$ cat src/rtl/conv_encoder_k3.sv
// Rate-1/2 K=3 convolutional encoder (g0=7, g1=5) fed from a byte FIFO.
// Bytes go MSB-first, one symbol per SYM_DIV clocks; flush appends a 00 tail.
module conv_encoder_k3 #(
  parameter int FIFO_DEPTH = 4,
  parameter int SYM_DIV    = 16
) (
  input  logic                          clk,
  input  logic                          rst,
  input  logic                          byte_valid,
  input  logic [7:0]                    byte_data,
  input  logic                          flush,
  output logic                          sym_valid,
  output logic [1:0]                    sym,
  output logic                          busy,
  output logic                          overflow,
  output logic [$clog2(FIFO_DEPTH):0]   fifo_count
);

  localparam int AW = $clog2(FIFO_DEPTH);
  localparam int CW = AW + 1;
  localparam int DW = $clog2(SYM_DIV);

  typedef enum logic [1:0] {IDLE, LOAD, SHIFT, TAIL} state_t;

  state_t          state;
  logic [7:0]      mem [FIFO_DEPTH];
  logic [AW-1:0]   rd_ptr;
  logic [AW-1:0]   wr_ptr;
  logic [7:0]      sreg;
  logic [2:0]      bit_cnt;
  logic [DW-1:0]   div;
  logic            s1;
  logic            s2;
  logic            flush_pending;

  logic            full;
  logic            pop;
  logic            push;
  logic            tick;
  logic            u;

  always_comb begin
    full = (fifo_count == CW'(FIFO_DEPTH));
    pop  = (state == LOAD);
    push = byte_valid && (!full || pop);
    tick = (div == DW'(SYM_DIV - 1));
    u    = (state == SHIFT) ? sreg[7] : 1'b0;
  end

  always_ff @(posedge clk) begin
    if (push) mem[wr_ptr] <= byte_data;
  end

  always_ff @(posedge clk or posedge rst) begin
    if (rst) begin
      state         <= IDLE;
      rd_ptr        <= '0;
      wr_ptr        <= '0;
      fifo_count    <= '0;
      sreg          <= '0;
      bit_cnt       <= '0;
      div           <= '0;
      s1            <= 1'b0;
      s2            <= 1'b0;
      flush_pending <= 1'b0;
      sym           <= 2'b00;
      sym_valid     <= 1'b0;
      busy          <= 1'b0;
      overflow      <= 1'b0;
    end else begin
      sym_valid <= 1'b0;
      busy      <= (state != IDLE) || (fifo_count != '0) || flush_pending;
      if (push) wr_ptr <= wr_ptr + AW'(1);
      if (pop)  rd_ptr <= rd_ptr + AW'(1);
      if (push && !pop)      fifo_count <= fifo_count + CW'(1);
      else if (pop && !push) fifo_count <= fifo_count - CW'(1);
      if (byte_valid && !push) overflow <= 1'b1;
      if (flush) flush_pending <= 1'b1;

      unique case (state)
        IDLE: begin
          if (fifo_count != '0) begin
            state <= LOAD;
          end else if (flush_pending) begin
            state   <= TAIL;
            bit_cnt <= '0;
          end
        end
        LOAD: begin
          sreg    <= mem[rd_ptr];
          bit_cnt <= '0;
          div     <= '0;
          state   <= SHIFT;
        end
        SHIFT: begin
          if (tick) begin
            sym       <= {u ^ s1 ^ s2, u ^ s2};
            sym_valid <= 1'b1;
            s1        <= u;
            s2        <= s1;
            sreg      <= {sreg[6:0], 1'b0};
            bit_cnt   <= bit_cnt + 3'd1;
            div       <= '0;
            if (bit_cnt == 3'd7)
              state <= (fifo_count != '0) ? LOAD : IDLE;
          end else begin
            div <= div + DW'(1);
          end
        end
        TAIL: begin
          // bit_cnt 0 is a one-cycle setup, 1 and 2 emit the tail bits
          if (bit_cnt == 3'd0) begin
            bit_cnt <= 3'd1;
            div     <= '0;
          end else if (tick) begin
            sym       <= {u ^ s1 ^ s2, u ^ s2};
            sym_valid <= 1'b1;
            s1        <= u;
            s2        <= s1;
            bit_cnt   <= bit_cnt + 3'd1;
            div       <= '0;
            if (bit_cnt == 3'd2) begin
              state         <= IDLE;
              flush_pending <= flush;
            end
          end else begin
            div <= div + DW'(1);
          end
        end
        default: state <= IDLE;
      endcase
    end
  end

endmodule

$ cat config.mk
export PLATFORM = sky130hd
export DESIGN_NAME = conv_encoder_k3
export DESIGN_NICKNAME = d
export VERILOG_FILES = /design/src/rtl/conv_encoder_k3.sv
export SDC_FILE = /design/constraint.sdc
export NUM_CORES = 1
export LEC_CHECK = 0
export CELL_PAD_IN_SITES_DETAIL_PLACEMENT = 1
export CELL_PAD_IN_SITES_GLOBAL_PLACEMENT = 2
export CORE_UTILIZATION = 39
export CTS_BUF_LIST = sky130_fd_sc_hd__clkbuf_2 sky130_fd_sc_hd__clkbuf_4 sky130_fd_sc_hd__clkbuf_8
export DETAILED_ROUTE_END_ITERATION = 6
export PLACE_DENSITY_LB_ADDON = 0.15
export SLEW_MARGIN = 20
export SYNTH_ARGS = -nofsm -noshare
export SYNTH_HDL_FRONTEND = slang
export SYNTH_SLANG_ARGS = --single-unit
$ cat constraint.sdc
create_clock -name clk -period 2.1 [get_ports clk]
set_clock_uncertainty 0.15 [all_clocks]
set_input_delay 0.63 -clock clk [delete_from_list [all_inputs] [get_ports clk]]
set_output_delay 0.63 -clock clk [all_outputs]
set_load 0.01 [all_outputs]
==> results.json <==
{
  "ys_seq_area_share_pct": 62.0,
  "required_ns": 1.32,
  "crit_slowest_cell": "clkdlybuf4s50_1",
  "netlist.area_leader.share_pct": 33.8,
  "ctsHtreeMaxLevel": 3,
  "cp.arrival_ns": 1.23,
  "ir_drop_mv": 0.548,
  "comb_power_share_pct": 28.2,
  "p_switching_mw": 1.33,
  "ys.flop_type": "edfxtp_1",
  "final_common_cell": "edfxtp_1",
  "finalSetupViolations": 0,
  "drc": 0,
  "synth_area_leaders": "edfxtp_1 34%, dfrtp_1 28%, mux4_2 6.3%",
  "portBuffers": 19,
  "wl_um": 5720,
  "ant_nets": 0,
  "place_area_mm2": 0.00327,
  "dp.cells": 331,
  "power_frac_seq_pct": 43.7,
  "syn_area_per_cell_um2": 13.7,
  "clock_power_share_pct": 28.1,
  "dp_hpwl_um": 4110,
  "internal_power_mw": 2.99,
  "cp-end-kind": "primary output",
  "ctsHoldBuffers": 0,
  "clock_sinks": 64,
  "period_minus_slack_ns": 2.01,
  "fin_cells": 349,
  "grt_remaining_overflow": 0,
  "synth_edf_count": 32,
  "syn_inst": 208,
  "ys_ff_latch": 64,
  "synth_area_leader_cell": "edfxtp_1",
  "rows": 30,
  "synth_nets": 231,
  "grt_start_max_net_pins": 33,
  "cap_violations": 0,
  "die_x_um": 87.4,
  "wl_per_cell_um": 16.4,
  "place.gp.congestion": 0.751,
  "layout-drive-gt1-share_pct": 21.3,
  "antenna_found_initial": 0,
  "crit_path_max_fanout": 2,
  "nNetsFinal": 271,
  "yosys_warnings": 0,
  "path_clk_slew_ns": 0.08,
  "rsz0062_at_grt": "no",
  "synth.distinct_cells": 43,
  "pin_count": 20,
  "cp.buffers_inverters": 1,
  "antenna_cells": 0,
  "netSwitchingFraction_pct": 30.7,
  "tightest_slew_ns": 0.425,
  "cp_top_family": "buffers and inverters",
  "power_leakage_nw": 1.38,
  "core_area_mm2": 0.00691,
  "vias_per_cell": 5.17,
  "worstSkewPairLatency_ns": 0.34,
  "finalCritPeriodShare_pct": 95.9,
  "final_max_slew_viol_count": 0,
  "synth_area_mm2": 0.00284,
  "final_cell_mix": "32 x edfxtp_1, 31 x nand2_1, 31 x dfrtp_1",
  "design.die.area_mm2": 0.00763,
  "fmax_mhz": 497,
  "hold_class": "flip-flop to flip-flop",
  "fin_area_mm2": 0.00352,
  "area_growth_pct": 23.7,
  "cp_slowest_stage_delay_ns": 0.53,
  "clockBufferDepth": 2,
  "cts_tree": "yes",
  "start_util_pct": 41.1,
  "grt_pass1_wl_um": 9910,
  "final-hold-violation-count": 0,
  "drtIter0Drc": 31,
  "first_pass_iters": 5,
  "dieHeight_um": 87.4,
  "relSlewSlack_pct": 71.7,
  "root_buffer": "clkbuf_8",
  "critPathKind": "flip-flop to primary output",
  "total_power_mw": 4.32,
  "crit_path_start_kind": "flip-flop",
  "worstPathCellList": "clkdlybuf4s50_1",
  "vias": 1803,
  "synth-async-reset-ratio_pct": 50.0,
  "outcome": "completed",
  "powerDensity_mw_per_mm2": 1230,
  "cts_buffers": 9,
  "grt_pass1_vias": 2021,
  "grtUsageTotal_pct": 17.6
}
synthesized netlist by cell type (all sizes together), types with 2 or more instances:
cell type / number
a21oi: 10
a22o: 2
a22oi: 2
a31oi: 3
a32o: 2
a32oi: 6
and2: 4
buf: 4
clkbuf: 4
dfrtp: 32
edfxtp: 32
ha: 10
inv: 10
mux2: 2
mux4: 8
nand2: 32
nand3: 5
nand3b: 3
nor2: 4
nor3: 2
o21ai: 7
xnor2: 4
xor2: 4
state kept, by name (all words and copies together), names as in the netlist:
signal / cells
wr_ptr: 2
s1: 1
flush_pending: 1
div: 4
fifo_count: 3
rd_ptr: 2
mem: 32
sym_valid: 1
overflow: 1
s2: 1
bit_cnt: 3
busy: 1
sym: 2
state: 2
sreg: 8
power groups by stage:
stage / Sequential, mW / Combinational (mW) / Clock [mW]
3_5_place_dp: 1.93 / 1.21 / 0
6_report: 1.89 / 1.22 / 1.21
5_1_grt: 1.93 / 1.36 / 1.28
4_1_cts: 1.89 / 1.24 / 1.23
3_3_place_gp: 1.89 / 1.12 / 0
2_1_floorplan: 1.91 / 0.653 / 0
per-stage QoR:
step	util [%]	worst slack, ns	setup TNS, ns	hold slack (ns)
3_5_place_dp	47.3	-0.563	-6.43	0.310
3_3_place_gp	47.3	-0.426	-4.92	0.313
6_report	50.9	0.0868	0	0.325
5_1_grt	50.9	0.00988	0	0.337
4_1_cts	50.9	0.0688	0	0.329
2_1_floorplan	-	0.000901	0	0.316
cells by family after synthesis:
logic type	Yosys count	share of synthesized area, %
DFF	64	62.0
xor gates and xnor gates	8	2.47
AOI/OAI and AO/OA	38	9.73
buffers and inverters	18	3.21
and+or+nand+nor	58	10.0
adders and majority gates	11	5.11
muxes	11	7.49
worst paths after layout:
path                       slack [ns]  cells after the start            end     startpoint
max                              0.09                      1  fifo_count[2]  fifo_count[2]
min                              0.33                      1       overflow       overflow
max reg2reg                      0.10                      6  fifo_count[1]  fifo_count[0]
min reg2reg                      0.33                      1       overflow       overflow
max in group asynchronous        0.94                      3  fifo_count[2]            rst
min in group asynchronous        0.53                      3      wr_ptr[1]            rst
what timing repair did:
action	in CTS	in global routing
resized for setup	7	1
setup buffers	2	0
pin swaps	2	1
endpoints found under the setup margin	5	1
final cells by class:
cell class	count	area (um2)
Clock buffer	9	124
Clock inverter	7	104
Multi-Input combinational cell	126	996
Timing Repair Buffer	37	372
Sequential cell	64	1760
Inverter	10	37.5
Fill cell	711	3390
Tap cell	96	120
per-layer routing:
| metal | vias to the layer above | track usage, % | wire length [um] |
|---|---|---|---|
| li1 | 849 | - | - |
| met1 | 914 | 20.7 | 2460 |
| met2 | 30 | 30.5 | 3020 |
| met3 | 10 | 4.83 | 148 |
| met4 | 0 | 6.71 | 83 |
| met5 | - | 0 | 0 |
Note: power is estimated with default switching activity, not from simulation.
